--- src/rtl/regfile_write_arbiter.sv ---
// regfile_write_arbiter
// Owns the single write port of the 2R/1W register file. After reset, or when
// init_req is seen in RUN, it sweeps zero into every entry (INIT, busy=1).
// In RUN it shares the port among NUM_REQ requesters by round robin.
//
// Optional build macro: RF_ARB_PRIO_EN
//   defined   : requester 0 has fixed top priority; 1..NUM_REQ-1 round robin
//   undefined : pure round robin over all requesters
//
// Ports:
//   clk, rst_n  clock (rising edge), asynchronous active-low reset
//   init_req    level; starts a clear sweep when sampled high in RUN
//   req         per-requester write request
//   req_addr    flattened addresses, requester i at [i*adder_width +: adder_width]
//   req_data    flattened data, requester i at [i*data_width +: data_width]
//   gnt         one-hot accept, combinational, RUN only
//   busy        high while sweeping (INIT)
//   rf_we, rf_w_adder, rf_w_data  registered register-file write port
module regfile_write_arbiter #(
  parameter int unsigned data_width  = 8,
  parameter int unsigned adder_width = 3,
  parameter int unsigned NUM_REQ     = 4
) (
  input  logic                           clk,
  input  logic                           rst_n,
  input  logic                           init_req,
  input  logic [NUM_REQ-1:0]             req,
  input  logic [NUM_REQ*adder_width-1:0] req_addr,
  input  logic [NUM_REQ*data_width-1:0]  req_data,
  output logic [NUM_REQ-1:0]             gnt,
  output logic                           busy,
  output logic                           rf_we,
  output logic [adder_width-1:0]         rf_w_adder,
  output logic [data_width-1:0]          rf_w_data
);

  localparam int unsigned PtrW = (NUM_REQ > 1) ? $clog2(NUM_REQ) : 1;
  localparam logic [adder_width-1:0] CntMax = '1;
  localparam logic [PtrW-1:0] PtrLast = PtrW'(NUM_REQ - 1);
`ifdef RF_ARB_PRIO_EN
  // Round-robin pointer only spans requesters 1..NUM_REQ-1.
  localparam logic [PtrW-1:0] PtrRst = PtrW'(1);
`else
  localparam logic [PtrW-1:0] PtrRst = '0;
`endif

  typedef enum logic [0:0] {StInit, StRun} state_e;

  state_e                 state_q;
  logic [adder_width-1:0] cnt_q;
  logic [PtrW-1:0]        ptr_q;
  logic [PtrW-1:0]        ptr_next;
  logic                   gnt_valid;
  logic [PtrW-1:0]        gnt_idx;

  // Grant search. Loops run from the farthest candidate down so the nearest
  // requester at or after ptr is the last (winning) assignment.
  always_comb begin
    int idx;
    idx       = 0;
    gnt_valid = 1'b0;
    gnt_idx   = '0;
    if (state_q == StRun && !init_req) begin
`ifdef RF_ARB_PRIO_EN
      if (req[0]) begin
        gnt_valid = 1'b1;
        gnt_idx   = '0;
      end else begin
        for (int k = int'(NUM_REQ) - 2; k >= 0; k--) begin
          idx = 1 + (int'(ptr_q) - 1 + k) % (int'(NUM_REQ) - 1);
          if (req[idx[PtrW-1:0]]) begin
            gnt_valid = 1'b1;
            gnt_idx   = idx[PtrW-1:0];
          end
        end
      end
`else
      for (int k = int'(NUM_REQ) - 1; k >= 0; k--) begin
        idx = (int'(ptr_q) + k) % int'(NUM_REQ);
        if (req[idx[PtrW-1:0]]) begin
          gnt_valid = 1'b1;
          gnt_idx   = idx[PtrW-1:0];
        end
      end
`endif
    end
  end

  always_comb begin
`ifdef RF_ARB_PRIO_EN
    if (gnt_idx == '0) begin
      ptr_next = ptr_q;
    end else if (gnt_idx == PtrLast) begin
      ptr_next = PtrW'(1);
    end else begin
      ptr_next = gnt_idx + PtrW'(1);
    end
`else
    ptr_next = (gnt_idx == PtrLast) ? '0 : gnt_idx + PtrW'(1);
`endif
  end

  assign gnt  = gnt_valid ? (NUM_REQ'(1) << gnt_idx) : '0;
  assign busy = (state_q == StInit);

  always_ff @(posedge clk or negedge rst_n) begin
    if (!rst_n) begin
      state_q    <= StInit;
      cnt_q      <= '0;
      ptr_q      <= PtrRst;
      rf_we      <= 1'b0;
      rf_w_adder <= '0;
      rf_w_data  <= '0;
    end else begin
      unique case (state_q)
        StInit: begin
          rf_we      <= 1'b1;
          rf_w_adder <= cnt_q;
          rf_w_data  <= '0;
          if (cnt_q == CntMax) begin
            cnt_q   <= '0;
            state_q <= StRun;
          end else begin
            cnt_q <= cnt_q + 1'b1;
          end
        end
        StRun: begin
          if (init_req) begin
            // Sweep wins over any pending request this cycle.
            state_q <= StInit;
            rf_we   <= 1'b0;
          end else if (gnt_valid) begin
            rf_we      <= 1'b1;
            rf_w_adder <= req_addr[gnt_idx*adder_width +: adder_width];
            rf_w_data  <= req_data[gnt_idx*data_width +: data_width];
            ptr_q      <= ptr_next;
          end else begin
            rf_we <= 1'b0;
          end
        end
        default: state_q <= StInit;
      endcase
    end
  end

endmodule

--- config.mk ---
export PLATFORM = sky130hd
export DESIGN_NAME = regfile_write_arbiter
export DESIGN_NICKNAME = d
export VERILOG_FILES = /design/src/rtl/regfile_write_arbiter.sv
export SDC_FILE = /design/constraint.sdc
export NUM_CORES = 1
export LEC_CHECK = 0
export BUFFER_PORTS_ARGS = -buffer_cell sky130_fd_sc_hd__buf_4
export CORE_ASPECT_RATIO = 0.75
export CORE_UTILIZATION = 35
export DETAILED_ROUTE_END_ITERATION = 16
export PLACE_DENSITY = 0.67
export SYNTH_ARGS = -nofsm -noshare
export SYNTH_HDL_FRONTEND = slang
export SYNTH_SLANG_ARGS = --single-unit
--- constraint.sdc ---
create_clock -name clk -period 2.9 [get_ports clk]
set_clock_uncertainty 0.2 [all_clocks]
set_input_delay 0.145 -clock clk [delete_from_list [all_inputs] [get_ports clk]]
set_output_delay 0.145 -clock clk [all_outputs]
set_load 0.01 [all_outputs]
==> run metrics <==
outcome=complete, but fails checks; failing checks=DRC; DR WL/cell=15.6 um; leading register cell type out of synthesis=dfrtp_1; most common cell after layout, fill and taps aside=buf_4; gr ovfl total=0; CTS root buffer=clkbuf_8; Crit Path Category=flip-flop to primary output; crit start category=flip-flop; Clock transition at path regs=70 ps; Starting Density=37.0%; port bufs=67; num ports=68; post-CTS resize count=0; CP required=2560 ps; Lkg Pwr=1.02 nW; pin count of the biggest net entering global routing=19; FMAX=413 MHz; antenna cells=0; Die Y=53.4 um; postcts setup bufs=0; net count reported at finish=244; Post-DP HPWL=2880 um; Tmin final=2420 ps; slack of the critical path=481 ps; 1st-iter DRT viols=34; Post-Route WL=3530 um; crit end category=primary output; H-Tree Depth=1; maxcap violations=0; deepest clock path buffer count=2; DR DRC count=2; RSZ-0062 raised after global routing=false; first-pass GRT wire length=5380 um; RePlAce Congestion=0.752; Via density=5.17; power density cells=606 nW/um^2; Die Footprint=3770 sq um; most frequent cells in the layout=69 x buf_4, 19 x mux2i_1, 18 x dfrtp_1; Slew headroom=49.7%; share of layout cells above drive strength 1=43.5%; final slew viol count=0; Seq/Total Area, Yosys=36.5%; vias in the first global route=1,150; TNS Setup=0 ps; Rows=18; total power=0.00111 W; total track usage=18.9%; initial antenna violation count=0; Via Count=1,168; Mapped Cells=117; worst hold-check path type=primary input to flip-flop; Post-Synthesis Cell Area=1230 sq um; CTS tree=built; VDD IR max=0.401 mV; post-route clock period utilization=83.4%; DIE WIDTH=70.5 um; syn_nets=174; clock latency on the worst-skew pair=250 ps; TritonCTS Sinks=18; Setup-failing EPs final=0; TritonCTS Buffers=3; EDFF count, synth=0; Worst Path Max Fanout=13; Avg Synthesized Cell Area=10.5 sq um; core area=3330 sq um; Hold WS=9.47 ps; dpl ws=654 ps; post-route ant nets=0; Async SR Flop Fraction=100%; Util after Layout=54.8%; Hold Fails Final Rpt=0; Critical Path AT=2070 ps; Initial DRT Pass Iterations=10; Yosys reg bits=18; Yosys warning count=0; P&R area growth vs syn=48.1%; post-synth cell types=28; worst-margin pin slew=751 ps
==> critical path, stage by stage, from the launching register on <==
cell and delay, ps:
dfrtp_1 520, inv_1 190, nor2_2 290, o221ai_4 270, inv_1 180, ha_1 150
and2_1 110, buf_4 120
==> synthesized netlist by cell type, types with 2 or more instances <==
cell type	count	share of area, %
ha_1	6	6.1
o221ai_4	2	4.3
inv_1	7	2.1
or3_1	3	1.5
nor3_1	2	0.81
and3b_1	3	2.1
o32ai_1	3	2.1
o221ai_1	11	7.8
and2_1	4	2.0
mux2_2	2	1.8
mux2i_1	19	15
nor2b_1	2	1.0
nand2b_1	2	1.0
nor2_2	2	1.0
nor2_1	8	2.4
nand2_1	9	2.7
a21o_1	3	1.8
dfrtp_1	18	37
buf_6	2	1.8
==> area by class of cell <==
type,instances,area [sq um]
fill,296,1510
multi-input combinational,87,716
timing repair buffer,70,528
sequential,18,450
clock buffer,4,55.1
tap,40,50.0
inverter,7,26.3
==> final timing paths <==
path | start | to | slack [ps] | depth (start not counted)
max reg2reg | state_q | rf_w_data[4] | 650 | 6
max | state_q | gnt[1] | 480 | 7
min | req_data[21] | rf_w_data[5] | 9 | 3
max in group asynchronous | rst_n | rf_w_data[7] | 2180 | 2
min in group asynchronous | rst_n | rf_w_data[0] | 120 | 2
min reg2reg | rf_w_data[1] | rf_w_data[1] | 300 | 2
==> where the power goes <==
| part | internal (W) | leakage [nW] | total [W] | switching, W |
|---|---|---|---|---|
| Sequential | 0.000340 | 0.227 | 0.000423 | 0.0000825 |
| Clock | 0.000121 | 0.0288 | 0.000205 | 0.0000841 |
| Combinational | 0.000255 | 0.764 | 0.000479 | 0.000224 |
| Total | 0.000716 | 1.02 | 0.00111 | 0.000390 |
==> logic make-up (layout without fill, tap and decap cells) <==
| kind of cell | count (synthesis) | in the layout | share of synthesized area [%] |
|---|---|---|---|
| adders and majority gates | 6 | 6 | 6.09 |
| DFF | 18 | 18 | 36.5 |
| buffers and inverters | 12 | 81 | 5.38 |
| muxes | 21 | 21 | 17.3 |
| AOI/OAI and AO/OA | 23 | 23 | 18.6 |
| and+or+nand+nor | 37 | 37 | 16.1 |
==> metal layers <==
layer	up-vias	global-route usage (%)	wire length (um)
li1	577	-	-
met3	8	4.76	121
met2	23	32.7	1760
met4	0	4.42	46
met5	-	0	0
met1	560	23.9	1590
==> state kept, by name, indices dropped and copies added, names as in the netlist <==
register / count
ptr_q: 2
cnt_q: 3
rf_we: 1
rf_w_adder: 3
state_q: 1
rf_w_data: 8
==> timing repair <==
action,4_1_cts,5_1_grt
hold buffers,1,0
setup endpoints to repair,0,0
endpoints found under the hold margin,18,0
==> stage by stage <==
step | instances | instance area [sq um]
CTS | 226 | 1830
global placement | 221 | 1760
finish | 226 | 1830
global route | 226 | 1830
detailed placement | 221 | 1760
floorplan | 117 | 1230
(Power assumes the default switching activity.)
